### config.mk
export PLATFORM = sky130hd
export DESIGN_NAME = cmos_capture_ctrl_flat
export DESIGN_NICKNAME = d
export VERILOG_FILES = /design/src/rtl/cmos_capture_if.sv /design/src/rtl/cmos_capture_ctrl.sv /design/src/flat_wrapper.sv
export SDC_FILE = /design/constraint.sdc
export NUM_CORES = 1
export LEC_CHECK = 0
export ABC_AREA = 1
export BUFFER_PORTS_ARGS = -buffer_cell sky130_fd_sc_hd__buf_2
export CORE_UTILIZATION = 35
export CTS_CLUSTER_DIAMETER = 100
export DETAILED_ROUTE_END_ITERATION = 8
export HOLD_SLACK_MARGIN = 0.06
export PLACE_DENSITY = 0.59
export SLEW_MARGIN = 20
export SYNTH_ARGS = -nofsm -noshare
export SYNTH_HDL_FRONTEND = slang
export SYNTH_SLANG_ARGS = --single-unit
export TNS_END_PERCENT = 100
### constraint.sdc
create_clock -name pclk -period 1.5 [get_ports pclk]
set_input_delay 0.3 -clock pclk [delete_from_list [all_inputs] [get_ports pclk]]
set_output_delay 0.3 -clock pclk [all_outputs]
set_load 0.005 [all_outputs]
### src/rtl/cmos_capture_if.sv
// cmos_capture_if: sensor inputs, capture controls and packer-side outputs of cmos_capture_ctrl
interface cmos_capture_if;
   logic        cmos_vsync;
   logic        cmos_href;
   logic [7:0]  cmos_data;
   logic        start;
   logic        stop;
   logic        cont;
   logic        cap_de;
   logic [7:0]  cap_data;
   logic        frame_start;
   logic        frame_done;
   logic        busy;
   logic [10:0] line_cnt;
   logic [11:0] byte_cnt;
   logic        size_err;
   modport master (
      output cmos_vsync, cmos_href, cmos_data, start, stop, cont,
      input  cap_de, cap_data, frame_start, frame_done, busy, line_cnt, byte_cnt, size_err
   );
   modport slave (
      input  cmos_vsync, cmos_href, cmos_data, start, stop, cont,
      output cap_de, cap_data, frame_start, frame_done, busy, line_cnt, byte_cnt, size_err
   );
endinterface

### src/rtl/cmos_capture_ctrl.sv
// cmos_capture_ctrl: frame sequencer gating sensor bytes into the packer; define CMOS_SIZE_CHECK_EN for geometry checking
module cmos_capture_ctrl #(
   parameter int SKIP_FRAMES = 10,
   parameter int H_BYTES     = 2560,
   parameter int V_LINES     = 720,
   parameter int VS_POL      = 1
) (
   input logic           pclk,
   input logic           rst_n,
   cmos_capture_if.slave bus
);
   localparam int   SW  = $clog2(SKIP_FRAMES + 2);
   localparam logic POL = 1'(VS_POL);
   typedef enum logic [1:0] {IDLE, WAIT_VS, CAPTURE, DONE} state_t;
   state_t        state_q, state_d;
   logic [SW-1:0] skip_q, skip_d;
   logic          vs_q, href_q, act_q, act_d, stop_q, stop_d;
   logic          cap_de_q, cap_de_d, fst_q, fst_d, fdn_q, fdn_d, err_q, err_d;
   logic [7:0]    data_q, data_d;
   logic [10:0]   line_q, line_d;
   logic [11:0]   byte_q, byte_d;
   logic          vs_act, fs, fe, go, arm, cap, h_rise, h_fall, new_f, end_f, line_bad, frame_bad;
   assign vs_act = bus.cmos_vsync ^ ~POL;
   assign fs     = vs_q & ~vs_act;
   assign fe     = ~vs_q & vs_act;
   assign go     = bus.start & ~bus.stop;
   assign arm    = go & (state_q == IDLE || state_q == DONE);
   // act_q marks "inside a captured frame"; CAPTURE with act_q low is the gap before the next fs
   assign cap    = state_q == CAPTURE && act_q;
   assign h_rise = cap & bus.cmos_href & ~href_q;
   assign h_fall = cap & ~bus.cmos_href & href_q;
   assign new_f  = fs & ~cap & (state_d == CAPTURE);
   assign end_f  = cap & fe;
`ifdef CMOS_SIZE_CHECK_EN
   assign line_bad  = h_fall && byte_q != 12'(H_BYTES);
   assign frame_bad = end_f && line_q != 11'(V_LINES);
`else
   localparam int geom_unused = H_BYTES + V_LINES;
   assign line_bad  = 1'b0;
   assign frame_bad = 1'b0;
`endif
   always_ff @(posedge pclk) begin
      if (!rst_n) begin
         state_q  <= IDLE;
         skip_q   <= '0;
         vs_q     <= 1'b0;
         href_q   <= 1'b0;
         act_q    <= 1'b0;
         stop_q   <= 1'b0;
         cap_de_q <= 1'b0;
         data_q   <= '0;
         fst_q    <= 1'b0;
         fdn_q    <= 1'b0;
         line_q   <= '0;
         byte_q   <= '0;
         err_q    <= 1'b0;
      end else begin
         state_q  <= state_d;
         skip_q   <= skip_d;
         vs_q     <= vs_act;
         href_q   <= bus.cmos_href;
         act_q    <= act_d;
         stop_q   <= stop_d;
         cap_de_q <= cap_de_d;
         data_q   <= data_d;
         fst_q    <= fst_d;
         fdn_q    <= fdn_d;
         line_q   <= line_d;
         byte_q   <= byte_d;
         err_q    <= err_d;
      end
   end
   always_comb begin
      state_d = state_q;
      case (state_q)
         IDLE:    state_d = go ? WAIT_VS : IDLE;
         WAIT_VS: state_d = bus.stop ? IDLE : (fs && skip_q == SW'(SKIP_FRAMES)) ? CAPTURE : WAIT_VS;
         CAPTURE: state_d = (act_q ? fe && (stop_q || bus.stop || !bus.cont) : stop_q || bus.stop) ? DONE : CAPTURE;
         DONE:    state_d = go ? WAIT_VS : DONE;
      endcase
   end
   always_comb begin
      skip_d   = arm ? '0 : (state_q == WAIT_VS && fs) ? skip_q + 1'b1 : skip_q;
      act_d    = state_d == CAPTURE && (new_f || (act_q && !fe));
      stop_d   = state_q == CAPTURE && (stop_q || bus.stop);
      cap_de_d = cap & bus.cmos_href;
      data_d   = cap ? bus.cmos_data : 8'd0;
      fst_d    = new_f;
      fdn_d    = end_f;
      byte_d   = new_f ? '0 : h_rise ? 12'd1 : (cap && bus.cmos_href && !(&byte_q)) ? byte_q + 1'b1 : byte_q;
      line_d   = new_f ? '0 : (h_fall && !(&line_q)) ? line_q + 1'b1 : line_q;
      err_d    = arm ? 1'b0 : err_q | line_bad | frame_bad;
   end
   always_comb begin
      bus.cap_de      = cap_de_q;
      bus.cap_data    = data_q;
      bus.frame_start = fst_q;
      bus.frame_done  = fdn_q;
      bus.busy        = state_q == WAIT_VS || state_q == CAPTURE;
      bus.line_cnt    = line_q;
      bus.byte_cnt    = byte_q;
      bus.size_err    = err_q;
   end
endmodule
### src/flat_wrapper.sv
// flat-port wrapper written by rule: the top's interface ports become plain ports
module cmos_capture_ctrl_flat 
#(
   parameter int SKIP_FRAMES = 10,
   parameter int H_BYTES     = 2560,
   parameter int V_LINES     = 720,
   parameter int VS_POL      = 1
)
  (pclk, rst_n, bus_cmos_vsync, bus_cmos_href, bus_cmos_data, bus_start, bus_stop, bus_cont, bus_cap_de, bus_cap_data, bus_frame_start, bus_frame_done, bus_busy, bus_line_cnt, bus_byte_cnt, bus_size_err);
  cmos_capture_if bus_i ();
  input logic pclk;
  input logic rst_n;
  input wire logic [$bits(bus_i.cmos_vsync)-1:0] bus_cmos_vsync;
  input wire logic [$bits(bus_i.cmos_href)-1:0] bus_cmos_href;
  input wire logic [$bits(bus_i.cmos_data)-1:0] bus_cmos_data;
  input wire logic [$bits(bus_i.start)-1:0] bus_start;
  input wire logic [$bits(bus_i.stop)-1:0] bus_stop;
  input wire logic [$bits(bus_i.cont)-1:0] bus_cont;
  output wire logic [$bits(bus_i.cap_de)-1:0] bus_cap_de;
  output wire logic [$bits(bus_i.cap_data)-1:0] bus_cap_data;
  output wire logic [$bits(bus_i.frame_start)-1:0] bus_frame_start;
  output wire logic [$bits(bus_i.frame_done)-1:0] bus_frame_done;
  output wire logic [$bits(bus_i.busy)-1:0] bus_busy;
  output wire logic [$bits(bus_i.line_cnt)-1:0] bus_line_cnt;
  output wire logic [$bits(bus_i.byte_cnt)-1:0] bus_byte_cnt;
  output wire logic [$bits(bus_i.size_err)-1:0] bus_size_err;
  assign bus_i.cmos_vsync = bus_cmos_vsync;
  assign bus_i.cmos_href = bus_cmos_href;
  assign bus_i.cmos_data = bus_cmos_data;
  assign bus_i.start = bus_start;
  assign bus_i.stop = bus_stop;
  assign bus_i.cont = bus_cont;
  assign bus_cap_de = bus_i.cap_de;
  assign bus_cap_data = bus_i.cap_data;
  assign bus_frame_start = bus_i.frame_start;
  assign bus_frame_done = bus_i.frame_done;
  assign bus_busy = bus_i.busy;
  assign bus_line_cnt = bus_i.line_cnt;
  assign bus_byte_cnt = bus_i.byte_cnt;
  assign bus_size_err = bus_i.size_err;
  cmos_capture_ctrl #(.SKIP_FRAMES(SKIP_FRAMES), .H_BYTES(H_BYTES), .V_LINES(V_LINES), .VS_POL(VS_POL)) u_core (.pclk(pclk), .rst_n(rst_n), .bus(bus_i));
endmodule
# Yosys cells after proc, flatten, opt, wreduce, memory -nomap -nowiden
# Index checks and enable logic that the tools add are counted.
# classes
n_eq_ne,5
n_mux,9
n_addsub,3
reduce_logical,27
n_bitwise,18
# op_table
op,count
adder 12 x 1 -> 12 bit (second input constant),1
AND reduction 12 bit,1
adder 11 x 1 -> 11 bit (second input constant),1
bitwise AND 1 bit,11
AND reduction 11 bit,1
logical AND 1 bit,10
one-hot mux 2 bit (4 select lines),1
NOT 1 bit,7
== test 2 bit (second input constant),3
two-way mux 2 bit,3
logical OR 1 bit,5
two-way mux 1 bit,5
adder 4 x 1 -> 4 bit (second input constant),1
== test 4 bit (second input constant),1
zero test 1 bit,4
OR reduction 2 bit,2
OR reduction 3 bit,1
== test 2 x 1 -> 1 bit (second input constant),1
zero test 2 bit,1
AND reduction 2 bit,1
nonzero test 2 bit,1
# totals
wordCells,75
inputBits,15
register_bits,44
output_inout_bits,36

# Longest topological paths before layout
# Gate-level depths: netlist of run 1.
# depth
depth_word,10
mapped_depth,11
mapped_depth_nobuf,10

# Worst setup path before layout of run 1
# No wires, ideal clock.
# synth_path
kind,register to register
from,reg u_core.byte_q[0] (netlist: u_core.bus.byte_cnt[0])
to,reg u_core.byte_q[10] (netlist: u_core.bus.byte_cnt[10])
synth_period_minus_slack_ns,1.559
stages_incl_launch_ff,10
arrival_time_ns,1.443
t_required_ns,1.384
n_path_buf,1
setup_time_ns,0.116
setup_slack_ns,-0.059
path_cell_list,dfxtp_1 > ha_1 > nand3_1 > nor2_4 > nand2_4 > nand2_8 > inv_2 > buf_6 > a21oi_1 > nor2_1
# synth_between
elab_chain_cells,3
elab_cells_between_ends,4
cone_classes,1 x add/sub; 3 x reduce/logical
# synth_lines
item,line,source
"start, declared",cmos_capture_ctrl.sv:21,"logic [11:0] byte_q, byte_d;"
"start signal, assigned",cmos_capture_ctrl.sv:69,byte_q <= byte_d;
"parallel branches: the longest is 3 deep, another holds adder 12 x 1 -> 12 bit",--,
# Parallel ways; which one is timed is not known.
# A chain may end at the register's enable or synchronous reset.

# Worst setup path after layout of run 1
# layout_path
from,reg u_core.skip_q[0]
to,reg u_core.line_q[0] (netlist: u_core.bus.line_cnt[0])
# layout_between
elab_chain_cells,8
# layout_lines
item,line,source
"start, declared",cmos_capture_ctrl.sv:16,"logic [SW-1:0] skip_q, skip_d;"
"start signal, assigned",cmos_capture_ctrl.sv:59,skip_q <= skip_d;
== test 4 bit,cmos_capture_ctrl.sv:77,WAIT_VS: state_d = bus.stop ? IDLE : (fs && skip_q == SW'(SKIP_FRAMES)) ? CAPTURE : WAIT_VS;
logical AND 1 bit,cmos_capture_ctrl.sv:77,
two-way mux 2 bit (2 in series),cmos_capture_ctrl.sv:77,
one-hot mux 2 bit (4 select lines),cmos_capture_ctrl.sv:75,case (state_q)
== test 2 bit,cmos_capture_ctrl.sv:32,assign new_f = fs & ~cap & (state_d == CAPTURE);
bitwise AND 1 bit,cmos_capture_ctrl.sv:32,
OR reduction 2 bit (no line),--,
"end signal, assigned",cmos_capture_ctrl.sv:68,line_q <= line_d;
"end, declared",cmos_capture_ctrl.sv:20,"logic [10:0] line_q, line_d;"
# Every way passes these cells.

==> flow_summary_export.csv, run 1 <==
group,metric,value,unit
placed_design,place_area,2850,um2
sta,fin_crit_sh,97.3,%
pwr,cellLeakagePower,1.54,nW
clock_network,cts.sink_count,44,
grt,grt_util_all_layers,17.1,%
grt,grt_max_degree,16,
floorplanning,num_rows,28,
pwr,power.total,2.25,mW
worst_setup_path,worst_ep_arrival_time,1.66,ns
floorplanning,coreArea,6100,um2
clock_network,clock_latency,0.31,ns
sta,tns,0,ns
synthesis,yosys.area.top_type,"dfxtp_1",
clock_network,cts_tree,"built",
synthesis,ys_types,30,
synthesis,synth_commonest_cells,"nand2_1, nor2_1, inv_1, dfxtp_1, nand3_1",
synthesis,synth_top_area_share,38.8,%
hold_path,hp-class,"input pin to flop",
routing,num_vias,2271,
worst_setup_path,crit_family,"simple AND/OR/NAND/NOR gates",
synthesis,synthTopCellsByArea,"dfxtp_1, nand2_1, nor2_1",
worst_setup_path,critPathMostFrequentCell,"nand3_4",
synthesis,yosysWarnings,0,
placed_design,gp_congestion,0.810,
sta,drv_slew,0,
grt,grt_pass1_vias,2048,
synthesis,syn_area,2270,um2
sta,finClkSkew,0.00877,ns
grt,grt-ovfl-total,0,
sta,hold_viol,0,
worst_setup_path,crit_required,1.70,ns
job,max_cap_viol_count,0,
synthesis,syn_inst,341,
clock_network,cts_hold_buf,0,
finish,nets,452,
clock_network,cts_made_buffers,5,
grt,antenna_found_initial,0,
synthesis,synth_fp_nets,364,
finish,final_area,3220,um2
synthesis,synthFlopType,"dfxtp_1",
clock_network,htree_levels,2,
sta,max_freq,0.685,GHz
worst_setup_path,rr_worst_depth,10,
routing,antenna_left,0,
sta,period_needed,1.46,ns
clock_network,cts.reportedPaths.clkPinSlew,0.09,ns
routing,routedWlPerCell,10.8,um
floorplanning,pin_count,51,
outcome,status,"completed",
worst_setup_path,path_max_fanout,6,
floorplanning,die_w,82.6,um
grt,grt_pass1_wl,8850,um
floorplanning,initial_core_util,37.3,%
floorplanning,die_area,6820,um2
hold_path,hold_depth,3,
pwr,peakVddDrop,633,uV
finish,fin_cells,505,
synthesis,synth-edff-count,0,
routing,post_drt_via_cell_ratio,4.50,
routing,drcViolationCount,0,
finish,layout-drive-gt1-share,34.4,%
worst_setup_path,endpoint_kind,"flop",
worst_setup_path,critPathMaxStageDelay,0.33,ns
synthesis,syn_avg_cell_area,6.66,um2
synthesis,ys_seq_area_share,38.8,%
synthesis,synth_seq_cells,44,
placed_design,dp_cells,492,
worst_setup_path,crit_path_cell_trace,"inv_2, ha_4, nand3_4, nor2_4, nand3_2, nand2_2, nand3_4, nand2_4, clkbuf_16, nor2_1",
routing,dr.pass1.iters,4,
placed_design,hpwl,3880,um
clock_network,max-clock-path-buffers,2,
routing,routed_wirelength,5450,um
sta,setup_viol,0,
worst_setup_path,cp.depth,10,
synthesis,yosysMostFrequentCell,"nand2_1",
worst_setup_path,path_class,"flop to flop",
finish,diodes,0,
routing,drtIter0Drc,131,
placed_design,place.port_buffers,49,
worst_setup_path,worstSetupStartpointType,"flop",
finish,area_growth,41.9,%
pwr,p_per_area,699,nW/um2
synthesis,async_reset_ff_share,0,%
finish,final_util,52.9,%
worst_setup_path,worst-path-buf-inv,2,
floorplanning,die_h,82.6,um
worst_setup_path,crit_path_top_delay_cell,"dfxtp_2",
clock_network,cts-root-buf,"clkbuf_8",
-- registers in the layout, summed over array words and instances, names as in the netlist --
name	cells
u_core.state_q	2
u_core.bus.cap_data	8
u_core.bus.byte_cnt	12
u_core.bus.frame_done	1
u_core.href_q	1
u_core.skip_q	4
u_core.vs_q	1
u_core.bus.line_cnt	11
u_core.stop_q	1
u_core.bus.cap_de	1
u_core.bus.frame_start	1
u_core.act_q	1
-- report_power, final --
group / switching [mW] / leakage (nW) / internal (mW)
Sequential: 0.00409 / 0.359 / 1.17
Combinational: 0.0690 / 1.12 / 0.0591
Clock: 0.446 / 0.0548 / 0.502
-- cell type report --
class	count	area, um2
clock buffer	5	68.8
clock inverter	3	46.3
fill	601	2870
inverter	57	224
multi-input combinational	235	1330
sequential	44	893
tap	75	93.8
timing repair buffer	86	566
-- layout by cell type (no fill, tap or decap), types with 2 or more instances in the layout --
cell,instances
nand4_1,5
xor2_1,5
clkbuf_8,5
nand2_4,4
nor2_1,54
buf_12,2
ha_2,2
inv_1,46
inv_2,8
dfxtp_2,7
xnor2_1,3
nand2_1,88
buf_2,49
dfxtp_1,36
o21ai_1,3
buf_4,34
nand3_4,2
o21ai_0,2
nor2_4,6
o21bai_1,4
ha_4,5
inv_4,2
nor2_2,6
nand3_2,4
a21oi_1,13
nand3_1,14
inv_6,2
nand2_2,3
nor3_1,3
-- metal layers --
metal  GRT usage (%)  routed length (um)
met1            21.2                2470
met2            28.7                2600
met3            4.73                 297
met4            5.17                  82
met5               0                   0
-- cells by family (layout without fill, tap and decap cells) --
logic type      after synthesis  count (layout)  share of synthesized area, %
fa+ha+maj                     8               8                          4.41
xor+xnor                      8               8                          3.08
buf+inv                      62             151                          10.8
simple gates                193             193                          36.6
compound gates               25              25                          6.17
other cells                   1               1                         0.165
flops                        44              44                          38.8
-- through the flow --
| stage | worst slack (ns) | hold slack [ns] |
|---|---|---|
| final | 0.0411 | 0.200 |
| after global routing | -0.112 | 0.176 |
| after CTS | -0.00159 | 0.190 |
| after detailed placement | -0.0692 | 0.448 |
| after global placement | -0.00767 | 0.445 |
| after floorplan | 0.0144 | 0.393 |
-- worst register-to-register path: cells and delay by family, from the launching register on --
kind	cells	cell delay, ns
AND/OR/NAND/NOR	7	0.68
flip-flops	1	0.33
buffers and inverters	2	0.22
adder cells (fa/ha/maj)	1	0.14
-- repair_timing --
action,CTS,global route
cloned,0,1
endpoints found under the hold margin,0,0
setup buffers,0,4
pin swaps,1,14
resized for setup,5,50
setup endpoints to repair,23,25
-- worst paths after layout --
kind	startpoint	endpoint	slack (ns)
worst min register to register	u_core.stop_q	u_core.stop_q	0.48
worst max-delay path	u_core.skip_q[0]	u_core.bus.line_cnt[0]	0.04
worst max register to register	u_core.skip_q[0]	u_core.bus.line_cnt[0]	0.04
worst min-delay path	bus_cmos_data[7]	u_core.bus.cap_data[7]	0.20
Power figures use the tool's default switching activity.
==> run 2, diff against run 1 <==
Settings changed: PLACE_DENSITY 0.59 to 0.57.
Clock period 1.5 ns to 1.7 ns, I/O delays scaled along.
==> flow_summary_export.csv, run 2 (synthesis results as in run 1) <==
group,metric,value,unit
outcome,status,"completed",
routing,wl_met2,2240,um
placed_design,hpwl,3650,um
sta,fin_crit_sh,92.3,%
worst_setup_path,worstSetupStartpointType,"flop",
worst_setup_path,critPathMaxStageDelay,0.34,ns
clock_network,htree_levels,2,
clock_network,cts.sink_count,44,
worst_setup_path,path_class,"flop to flop",
routing,post_drt_via_cell_ratio,4.38,
routing,routedWlPerCell,10.1,um
routing,antenna_left,0,
grt,grt_max_degree,16,
finish,multi_input_area,1170,um2
finish,layout-drive-gt1-share,21.9,%
grt,grt_pass1_vias,1847,
clock_network,cts_made_buffers,5,
clock_network,clock_latency,0.30,ns
routing,met1_length,2400,um
worst_setup_path,crit_path_cell_trace,"inv_1, ha_4, nand2_4, nor2_8, inv_2, nor2_1, nor2_1, nand2_1, buf_12, nor2_1",
finish,area_growth,25.7,%
pwr,peakVddDrop,460,uV
clock_network,cts_hold_buf,0,
worst_setup_path,crit_family,"simple AND/OR/NAND/NOR gates",
grt,grt-ovfl-total,0,
clock_network,max-clock-path-buffers,2,
sta,rsz0062_at_grt,"no",
clock_network,cts_tree,"built",
sta,finClkSkew,0.0103,ns
finish,largest_reg_flops,12,
pwr,p_per_area,683,nW/um2
routing,routed_wirelength,4850,um
sta,drv_slew,0,
finish,final_area,2860,um2
clock_network,cts-root-buf,"clkbuf_8",
finish,final_cell_mix,"nand2_1, nor2_1, inv_1, buf_2, dfxtp_1",
placed_design,place_ws,0.0683,ns
sta,period_needed,1.57,ns
worst_setup_path,crit_required,1.89,ns
floorplanning,die_h,82.6,um
sta,hold_viol,0,
sta,setup_viol,0,
sta,setup_ws,0.131,ns
routing,maxUsedRoutingLayer,"met4",
floorplanning,die_w,82.6,um
routing,num_vias,2112,
floorplanning,pin_count,51,
finish,diodes,0,
finish,final_common_cell,"nand2_1",
pwr,cellLeakagePower,1.41,nW
floorplanning,die_area,6820,um2
worst_setup_path,critPathMostFrequentCell,"nor2_1",
grt,grt_util_all_layers,15.5,%
floorplanning,initial_core_util,37.3,%
worst_setup_path,worst_ep_arrival_time,1.76,ns
routing,drcViolationCount,0,
worst_setup_path,crit_path_top_delay_cell,"dfxtp_1",
placed_design,place.port_buffers,49,
sta,max_freq,0.637,GHz
finish,regArea,881,um2
hold_path,hp-class,"input pin to flop",
routing,drtIter0Drc,91,
finish,fill_cells,667,
placed_design,place_area,2690,um2
placed_design,gp_congestion,0.818,
worst_setup_path,endpoint_kind,"flop",
sta,tns,0,ns
routing,dr.pass1.iters,4,
routing,route.met3.wl,165,um
floorplanning,num_rows,28,
grt,grt_pass1_wl,8030,um
floorplanning,coreArea,6100,um2
worst_setup_path,worst-path-buf-inv,3,
finish,nets,429,
job,max_cap_viol_count,0,
grt,antenna_found_initial,0,
clock_network,cts.reportedPaths.clkPinSlew,0.09,ns
worst_setup_path,path_max_fanout,11,
-- run 2: changes by cell type in the layout (fill, tap and decap cells not counted), sizes merged --
cell / change
buf: -22
clkbuf: -1
-- run 2: per-stage QoR --
step	util, %	instances	total power [mW]	hold slack, ns
6_report	46.9	482	1.95	0.243
3_3_place_gp	44.2	472	1.15	0.444
3_5_place_dp	44.2	472	1.15	0.445
4_1_cts	46.1	480	1.98	0.234
2_1_floorplan	-	341	1.11	0.422
5_1_grt	46.9	482	2.03	0.226
-- run 2: worst paths after layout --
kind	startpoint	endpoint	slack, ns	cells after the start
min	bus_cmos_data[1]	u_core.bus.cap_data[1]	0.24	3
max reg2reg	u_core.state_q[0]	u_core.bus.byte_cnt[9]	0.13	10
min reg2reg	u_core.skip_q[3]	u_core.skip_q[3]	0.47	1
max	u_core.state_q[0]	u_core.bus.byte_cnt[9]	0.13	10
-- run 2: worst min-delay path, delay by kind of cell --
| family | cells | cell delay, ns |
|---|---|---|
| buffers and inverters | 2 | 0.13 |
| and+or+nand+nor | 1 | 0.03 |
-- run 2: repair_timing --
item                                   CTS  global route
endpoints found under the hold margin    0             0
setup endpoints to repair                0            21
buffers inserted                         0             2
gates resized for setup                  0             7
-- run 2: final cells by class --
type | instances | share of cell area, %
inverters | 57 | 7.67
multi-input cells | 235 | 41.0
flip-flops and latches | 44 | 30.8
well taps | 75 | 3.29
clock buffers | 5 | 2.41
repair buffers | 63 | 13.1
clock inverters | 3 | 1.62
-- run 2: layer usage --
layer	vias up	GRT usage, %
met1	905	19.3
met4	0	5.34
met2	36	26.1
met5	-	0
met3	2	3.63
li1	1169	-
-- run 2: report_power, final --
group | switching, mW | internal (mW) | total, mW
registers | 0.00307 | 1.03 | 1.04
clock network | 0.385 | 0.443 | 0.828
logic | 0.0487 | 0.0368 | 0.0856
total | 0.437 | 1.51 | 1.95
==> run 3, diff against run 2 <==
Settings changed: CELL_PAD_IN_SITES_DETAIL_PLACEMENT from default to 1, CELL_PAD_IN_SITES_GLOBAL_PLACEMENT from default to 1, CTS_BUF_LIST from default to sky130_fd_sc_hd__clkbuf_16, PLACE_DENSITY 0.57 to 0.76, SLEW_MARGIN 20 to 30.
==> flow_summary_export.csv, run 3 (synthesis results as in run 1) <==
group,metric,value,unit
routing,routedWlPerCell,12.2,um
worst_setup_path,crit_required,1.36,ns
job,max_cap_viol_count,0,
sta,tns,0,ns
floorplanning,die_w,82.6,um
sta,rsz0062_at_grt,"no",
sta,drv_slew,0,
worst_setup_path,reg2reg_slack,0.14,ns
routing,dr.pass1.iters,4,
routing,drtIter0Drc,58,
finish,largest_reg_flops,12,
finish,fill_cells,830,
finish,area_growth,28.2,%
placed_design,place_area,2700,um2
worst_setup_path,path_max_fanout,3,
floorplanning,coreArea,6100,um2
floorplanning,die_h,82.6,um
floorplanning,pin_count,51,
grt,grt_max_degree,16,
pwr,p_per_area,774,nW/um2
finish,fin_cells,484,
placed_design,place.port_buffers,49,
finish,final_cell_mix,"nand2_1, nor2_1, inv_1, buf_2, dfxtp_1",
clock_network,cts_made_buffers,5,
routing,antenna_left,0,
sta,fin_crit_sh,92.4,%
placed_design,gp_congestion,0.802,
routing,post_drt_via_cell_ratio,4.65,
pwr,cellLeakagePower,1.45,nW
grt,grt_pass1_wl,9890,um
sta,hold_viol,0,
sta,period_needed,1.57,ns
floorplanning,num_rows,28,
finish,multi_input_area,1170,um2
sta,max_freq,0.636,GHz
finish,final_area,2910,um2
routing,drcViolationCount,0,
grt,grt_util_all_layers,18.9,%
finish,final_common_cell,"nand2_1",
finish,regArea,881,um2
routing,routed_wirelength,5910,um
clock_network,cts-root-buf,"clkbuf_16",
clock_network,cts_tree,"built",
sta,setup_viol,0,
placed_design,dp_cells,475,
hold_path,hp-class,"input pin to flop",
grt,grt_pass1_vias,2214,
clock_network,cts.reportedPaths.clkPinSlew,0.06,ns
outcome,status,"completed",
finish,final_util,47.8,%
clock_network,max-clock-path-buffers,2,
floorplanning,initial_core_util,37.3,%
grt,grt-ovfl-total,0,
finish,layout-drive-gt1-share,22.5,%
sta,finClkSkew,0.00387,ns
placed_design,hpwl,4480,um
clock_network,clock_latency,0.29,ns
finish,diodes,0,
finish,nets,431,
worst_setup_path,worst_ep_arrival_time,1.23,ns
grt,antenna_found_initial,0,
worst_setup_path,path_class,"flop to primary output",
worst_setup_path,worstSetupStartpointType,"flop",
routing,num_vias,2250,
sta,holdWs,0.262,ns
worst_setup_path,endpoint_kind,"primary output",
pwr,peakVddDrop,512,uV
clock_network,cts.sink_count,44,
clock_network,htree_levels,2,
floorplanning,die_area,6820,um2
[run 3: cell type report]
type,instances,area share (%)
timing repair buffer,65,13.0
clock buffer,5,4.30
inverter,57,7.43
sequential,44,30.2
multi-input combinational,235,40.2
tap,75,3.22
clock inverter,3,1.59
[run 3: path summary, 6_finish.rpt]
check / start / endpoint / depth (start not counted)
min reg2reg: u_core.stop_q / u_core.stop_q / 2
max reg2reg: u_core.state_q[0] / u_core.bus.line_cnt[9] / 9
min: bus_cmos_data[5] / u_core.bus.cap_data[5] / 3
max: u_core.state_q[0] / bus_busy / 3
[run 3: report_power, final]
part	switching, mW	total [mW]	internal, mW
clock	0.433	1.13	0.699
combinational	0.0511	0.0852	0.0340
sequential	0.00353	1.04	1.04
[run 3: metal layers]
| layer | part of all wire [%] | track usage [%] |
|---|---|---|
| met1 | 48 | 23.4 |
| met2 | 47 | 32.5 |
| met3 | 4.3 | 4.51 |
| met4 | 1.1 | 5.17 |
| met5 | 0 | 0 |
[run 3: per-stage QoR]
step | setup WS (ns) | power (mW)
floorplan | 0.141 | 1.11
global placement | 0.120 | 1.14
detailed placement | 0.00842 | 1.15
CTS | 0.00521 | 2.29
global route | 0.00797 | 2.33
finish | 0.128 | 2.26
[run 3: timing repair]
item                                    4_1_cts  5_1_grt
cloned                                        0        0
pin swaps                                     0        1
resized for setup                             1        5
endpoints found under the setup margin        3       23
buffers inserted                              0        1
hold buffers                                  0        0
[run 3: critical path, stage by stage, from the launching register on]
cell and delay (ns):
dfxtp_1 0.37, inv_1 0.11, ha_1 0.33, buf_2 0.14
